`config.mk`:
```
export PLATFORM = sky130hd
export DESIGN_NAME = md_unit
export DESIGN_NICKNAME = d
export VERILOG_FILES = /design/src/rtl/md_unit.sv
export SDC_FILE = /design/constraint.sdc
export NUM_CORES = 1
export LEC_CHECK = 0
export ABC_AREA = 1
export BUFFER_PORTS_ARGS = -buffer_cell sky130_fd_sc_hd__buf_2
export CAP_MARGIN = 20
export CORE_MARGIN = 4
export CORE_UTILIZATION = 50
export DETAILED_ROUTE_END_ITERATION = 10
export PLACE_DENSITY = 0.69
export SLEW_MARGIN = 20
export SYNTH_ARGS = -nofsm -noshare
export SYNTH_HDL_FRONTEND = slang
export SYNTH_SLANG_ARGS = --single-unit
```
`constraint.sdc`:
```
create_clock -name i_clk -period 14.1 [get_ports i_clk]
set_clock_uncertainty 0.2 [all_clocks]
set_input_delay 2.82 -clock i_clk [delete_from_list [all_inputs] [get_ports i_clk]]
set_output_delay 2.82 -clock i_clk [all_outputs]
set_load 0.03 [all_outputs]
```
`src/rtl/md_unit.sv`:
```
// Iterative RV32M multiply/divide unit in the EX stage (radix-2 shift-add / restoring divide on magnitudes).
// Latency: 33 edges from accept to the o_valid cycle; divide-by-zero, signed overflow and early-out cases take 1.
// Backpressure: o_ready is high only in IDLE; requests seen while busy are ignored and must be held by the requester.
// Optional: define MD_EARLY_OUT_EN to finish zero-operand multiplies and |dividend| < |divisor| divides in IDLE.
module md_unit #(
    parameter int DATA_W = 32,
    parameter int CNT_W  = 5
) (
    input  logic              i_clk,
    input  logic              i_reset,
    input  logic              i_valid,
    input  logic [2:0]        i_md_op,
    input  logic [DATA_W-1:0] i_operand_a,
    input  logic [DATA_W-1:0] i_operand_b,
    input  logic              i_flush,
    output logic              o_ready,
    output logic              o_valid,
    output logic [DATA_W-1:0] o_md_data
);

    typedef enum logic [1:0] {IDLE, CALC, FIX, DONE} state_t;

    localparam logic [2:0] OP_MUL    = 3'd0;
    localparam logic [2:0] OP_MULH   = 3'd1;
    localparam logic [2:0] OP_MULHSU = 3'd2;
    localparam logic [2:0] OP_DIV    = 3'd4;
    localparam logic [2:0] OP_REM    = 3'd6;

    localparam logic [CNT_W-1:0]  CNT_LAST = CNT_W'(DATA_W - 1);
    localparam logic [DATA_W-1:0] MIN_NEG  = {1'b1, {(DATA_W-1){1'b0}}};
    localparam logic [DATA_W-1:0] ALL_ONES = '1;

    state_t state, state_nxt;

    logic [2:0]          op_q;
    logic [DATA_W-1:0]   a_q;      // |a|; reused as the quotient shift register when dividing
    logic [DATA_W-1:0]   b_q;      // |b|; shifted right as the multiplier bits are consumed
    logic [2*DATA_W-1:0] acc_q;    // product, or remainder in the upper half when dividing
    logic [CNT_W-1:0]    cnt_q;
    logic                sign_a_q;
    logic                sign_b_q;

    // request decode
    logic              req_div;
    logic              a_signed_pos;
    logic              b_signed_pos;
    logic              req_sign_a;
    logic              req_sign_b;
    logic [DATA_W-1:0] mag_a;
    logic [DATA_W-1:0] mag_b;
    logic              div_zero;
    logic              div_ovf;
    logic              early_out;
    logic              special;
    logic [DATA_W-1:0] special_res;
    logic              accept;

    // iteration and fix-up datapath
    logic [DATA_W:0]     mul_sum;
    logic [DATA_W:0]     div_part;
    logic [DATA_W:0]     div_diff;
    logic                div_ge;
    logic [2*DATA_W-1:0] prod_fix;
    logic [DATA_W-1:0]   quo_fix;
    logic [DATA_W-1:0]   rem_fix;
    logic [DATA_W-1:0]   fix_res;

    assign req_div      = i_md_op[2];
    assign a_signed_pos = (i_md_op == OP_MULH) || (i_md_op == OP_MULHSU) ||
                          (i_md_op == OP_DIV)  || (i_md_op == OP_REM);
    assign b_signed_pos = (i_md_op == OP_MULH) || (i_md_op == OP_DIV) || (i_md_op == OP_REM);
    assign req_sign_a   = a_signed_pos & i_operand_a[DATA_W-1];
    assign req_sign_b   = b_signed_pos & i_operand_b[DATA_W-1];
    assign mag_a        = req_sign_a ? -i_operand_a : i_operand_a;
    assign mag_b        = req_sign_b ? -i_operand_b : i_operand_b;
    assign div_zero     = req_div && (i_operand_b == '0);
    assign div_ovf      = ((i_md_op == OP_DIV) || (i_md_op == OP_REM)) &&
                          (i_operand_a == MIN_NEG) && (i_operand_b == ALL_ONES);
`ifdef MD_EARLY_OUT_EN
    assign early_out    = req_div ? (mag_a < mag_b)
                                  : ((i_operand_a == '0) || (i_operand_b == '0));
`else
    assign early_out    = 1'b0;
`endif
    assign special      = div_zero | div_ovf | early_out;
    assign accept       = (state == IDLE) && i_valid && !i_flush;

    // result for operations resolved at accept time; i_md_op[1] selects remainder for divides
    always_comb begin
        special_res = '0;
        if (div_zero)
            special_res = i_md_op[1] ? i_operand_a : ALL_ONES;
        else if (div_ovf)
            special_res = i_md_op[1] ? '0 : MIN_NEG;
        else if (req_div)
            special_res = i_md_op[1] ? i_operand_a : '0;
    end

    // one radix-2 step: right-shifting shift-add multiply, 33-bit restoring divide subtract
    always_comb begin
        mul_sum  = {1'b0, acc_q[2*DATA_W-1:DATA_W]} + {1'b0, (b_q[0] ? a_q : '0)};
        div_part = {acc_q[2*DATA_W-1:DATA_W], a_q[DATA_W-1]};
        div_diff = div_part - {1'b0, b_q};
        // partial remainder never reaches 2*|b|, so the borrow bit alone decides the quotient bit
        div_ge   = !div_diff[DATA_W];
    end

    // sign correction and result selection for the FIX state
    always_comb begin
        prod_fix = (sign_a_q ^ sign_b_q) ? -acc_q : acc_q;
        quo_fix  = (sign_a_q ^ sign_b_q) ? -a_q : a_q;
        rem_fix  = sign_a_q ? -acc_q[2*DATA_W-1:DATA_W] : acc_q[2*DATA_W-1:DATA_W];
        if (op_q[2])
            fix_res = op_q[1] ? rem_fix : quo_fix;
        else if (op_q[1:0] == 2'd0)
            fix_res = prod_fix[DATA_W-1:0];
        else
            fix_res = prod_fix[2*DATA_W-1:DATA_W];
    end

    // state register
    always_ff @(posedge i_clk or posedge i_reset) begin
        if (i_reset)
            state <= IDLE;
        else
            state <= state_nxt;
    end

    // next-state and handshake outputs; flush wins over everything and hides the DONE pulse
    always_comb begin
        state_nxt = state;
        o_ready   = 1'b0;
        o_valid   = 1'b0;
        case (state)
            IDLE: begin
                o_ready = 1'b1;
                if (accept)
                    state_nxt = special ? DONE : CALC;
            end
            CALC: begin
                if (i_flush)
                    state_nxt = IDLE;
                else if (cnt_q == CNT_LAST)
                    state_nxt = FIX;
            end
            FIX: begin
                state_nxt = i_flush ? IDLE : DONE;
            end
            DONE: begin
                o_valid   = !i_flush;
                state_nxt = IDLE;
            end
            default: state_nxt = IDLE;
        endcase
    end

    // operand capture, iteration registers and the held result
    always_ff @(posedge i_clk or posedge i_reset) begin
        if (i_reset) begin
            op_q      <= '0;
            a_q       <= '0;
            b_q       <= '0;
            acc_q     <= '0;
            cnt_q     <= '0;
            sign_a_q  <= 1'b0;
            sign_b_q  <= 1'b0;
            o_md_data <= '0;
        end else begin
            case (state)
                IDLE: begin
                    if (accept) begin
                        op_q     <= i_md_op;
                        a_q      <= mag_a;
                        b_q      <= mag_b;
                        sign_a_q <= req_sign_a;
                        sign_b_q <= req_sign_b;
                        acc_q    <= '0;
                        cnt_q    <= '0;
                        if (special)
                            o_md_data <= special_res;
                    end
                end
                CALC: begin
                    if (!i_flush) begin
                        cnt_q <= cnt_q + 1'b1;
                        if (op_q[2]) begin
                            acc_q[2*DATA_W-1:DATA_W] <= div_ge ? div_diff[DATA_W-1:0]
                                                               : div_part[DATA_W-1:0];
                            a_q <= {a_q[DATA_W-2:0], div_ge};
                        end else begin
                            acc_q <= {mul_sum, acc_q[DATA_W-1:1]};
                            b_q   <= {1'b0, b_q[DATA_W-1:1]};
                        end
                    end
                end
                FIX: begin
                    if (!i_flush)
                        o_md_data <= fix_res;
                end
                default: ;
            endcase
        end
    end

endmodule

```
==> flow_metrics.tcl <==
set metrics [dict create \
    hold_buffers 0 \
    worstPathMaxFanout 4 \
    critPathBufInv 2 \
    drt_iter0_markers 3077 \
    cts_num_sinks 172 \
    clk_latency_ns 0.51 \
    cts_made_buffers 17 \
    tightest_slew_ns 1.10 \
    hold_depth 2 \
    path_clk_slew_ns 0.08 \
    antenna_found_initial 0 \
    die-area_um2 42800 \
    fp-row-count 72 \
    post-route-period-util_pct 45.1 \
    ios 105 \
    slowest_delay_ns 0.22 \
    wl_per_cell_um 19.1 \
    hp-start "o_md_data[16]$_DFFE_PP0P_" \
    antenna_cells 0 \
    syn_avg_cell_area_um2 5.59 \
    worstPathRequired_ns 11.08 \
    synth_cell_type_count 47 \
    setup_viol 0 \
    start_util_pct 50.8 \
    setup_tns_ns 0 \
    ir_drop_mv 0.227 \
    p_leak_nw 11.4 \
    grt_max_degree 92 \
    syn_area_um2 19800 \
    cts_tree "yes" \
    path_delay_family "buffers and inverters" \
    yosysSeqAreaShare_pct 21.8 \
    crit_path_end_kind "primary output" \
    ant_nets 0 \
    area_growth_syn_to_layout_pct 6.91 \
    track_usage_pct 36.0 \
    synth_fp_nets 3686 \
    core-area_um2 38900 \
    r2r-start "state[0]$_DFFE_PP0P_" \
    overflow 0 \
    synth_warnings 0 \
    route.detailed.drc 0 \
    synth_edf_count 0 \
    dieWidth_um 207 \
    via_per_inst 5.81 \
    maxCapViolCount 0 \
    clockBufferDepth 2 \
    finalNonFillerCells 4093 \
    hold_path.class "reg2reg" \
    cts_repair_resize_count 0 \
    synthArstFlopShare_pct 100 \
    routed_wirelength_mm 78.2 \
    postCtsSetupBuffers 0 \
    power-per-cell-area_nw_per_um2 256 \
    yosys_register_bits 172 \
    drv_slew 0 \
    outcome "complete, no violations" \
    critPathLaunchType "input pin" \
    r2r_end "acc_q[21]$_DFFE_PP0P_" \
    postSynthCellCount 3540 \
    finalNetCount 3708 \
    dp_hpwl_mm 62.0 \
    port_buffers 104 \
    cp.arrival_ns 3.34 \
    hold_end "o_md_data[16]$_DFFE_PP0P_" \
    crit_chain "buf_2 > nor3_1 > buf_2" \
    reg2reg_depth 10 \
    pre_cts_ws_ns 7.75 \
    dr.pass1.iters 7 \
    critPathKind "in2out" \
    critical-path-slowest-cell "buf_2" \
    rsz0062_at_grt "no" \
    synth-main-ff-cell "dfrtp_1" \
    dp_cells 4061 \
    grt_pass1_wl_mm 119 \
    regToRegSetupSlack_ns 9.52 \
    htree_num_levels 4 \
    critPathMostFrequentCell "buf_2" \
    setup_ws_ns 7.74 \
    slew-limit-headroom_pct 26.8 \
    drive_gt1_share_pct 6.07 \
    gp_congestion 1.07 \
    hold_viol_final 0 \
    via_count 23783 \
    cts-root-buf "clkbuf_16" \
    first_global_vias 21072 \
    die_y_um 207 \
    period_needed_ns 6.36 \
    fmax_mhz 157 \
]
[final cells by class]
type                       count  area (µm²)
clock buffer                  17         425
clock inverter                15         164
fill                        4232       17800
inverter                     483        1820
multi-input combinational   2765       13100
sequential                   172        4310
tap                          518         648
timing repair buffer         123         663
[sequential cells by signal, indices dropped and copies added, names as in the netlist]
| signal | cells |
|---|---|
| cnt_q | 5 |
| sign_b_q | 1 |
| state | 2 |
| o_md_data | 32 |
| b_q | 32 |
| acc_q | 64 |
| a_q | 32 |
| op_q | 3 |
| sign_a_q | 1 |
[how the worst max path moves through the flow]
stage | from | end | slack (ns) | depth (start not counted)
floorplan | i_reset | a_q[0]$_DFFE_PP0P_ | 6.42 | 1
global placement | i_flush | o_valid | 7.74 | 3
detailed placement | i_flush | o_valid | 7.75 | 3
CTS | i_flush | o_valid | 7.74 | 3
global route | i_flush | o_valid | 7.67 | 3
finish | i_flush | o_valid | 7.74 | 3
[per-layer routing]
| metal | share of wire (%) | routed length (µm) | track usage, % | vias to the layer above |
|---|---|---|---|---|
| met5 | 0 | 0 | 0 | - |
| li1 | - | - | - | 11431 |
| met1 | 45 | 34900 | 52.8 | 10926 |
| met3 | 11 | 8890 | 9.48 | 167 |
| met2 | 41 | 31700 | 51.0 | 1259 |
| met4 | 3.5 | 2720 | 12.9 | 0 |
[worst min-delay path: stages, from the launching register on]
cell and delay [ns]:
dfrtp_1 0.35, nand2_1 0.05, nand2_1 0.05
[power by group]
| group | switching (mW) | total [mW] | internal [mW] |
|---|---|---|---|
| clock | 0.258 | 0.495 | 0.237 |
| sequential | 0.306 | 0.991 | 0.686 |
| combinational | 2.78 | 3.93 | 1.15 |
| total | 3.34 | 5.42 | 2.08 |
[placed cells by master (no fill, tap or decap), types with 12 or more instances in the layout]
cell type	instances
nand2_1	1113
xnor2_1	24
inv_1	452
nand3b_1	12
buf_4	19
nor2_1	411
buf_2	104
nand3_1	407
dfrtp_1	171
nand4_1	34
clkbuf_16	17
a21oi_1	215
o22ai_1	34
o21ai_1	99
nor3_1	33
xor2_1	40
ha_1	73
o21ai_0	167
a31oi_1	13
inv_2	24
[cell families (layout without fill, tap and decap cells)]
logic type | after synthesis | in the layout | share of synthesized area, %
AO/OA/AOI/OAI | 573 | 573 | 15.5
adder cells (fa/ha/maj) | 75 | 75 | 4.82
AND/OR/NAND/NOR | 2053 | 2053 | 43.2
XOR/XNOR | 64 | 64 | 2.83
buffers and inverters | 603 | 638 | 11.9
flip-flops | 172 | 172 | 21.8
[synth_stat cells, types with 24 or more instances]
cell type / instances / area [µm²]
a21oi_1: 215 / 1080
nand2_1: 1113 / 4180
xnor2_1: 24 / 210
dfrtp_1: 172 / 4300
inv_2: 24 / 90.1
ha_1: 73 / 913
buf_2: 30 / 150
o21ai_1: 99 / 495
inv_1: 453 / 1700
o22ai_1: 34 / 213
nor2_1: 413 / 1550
clkbuf_1: 58 / 218
nand4_1: 34 / 213
xor2_1: 40 / 350
nand3_1: 407 / 2040
nor3_1: 33 / 165
o21ai_0: 167 / 836
[metrics by stage]
step / util (%) / hold slack [ns] / total power, mW / area (µm²)
after detailed placement: 52.8 / 0.260 / 4.78 / 20600
after global placement: 52.8 / 0.258 / 4.73 / 20600
after global routing: 54.3 / 0.310 / 5.88 / 21100
after floorplan: - / 0.249 / 3.68 / 19800
after CTS: 54.3 / 0.286 / 5.30 / 21100
final: 54.3 / 0.285 / 5.42 / 21100
Note: power is estimated with default switching activity, not from simulation.
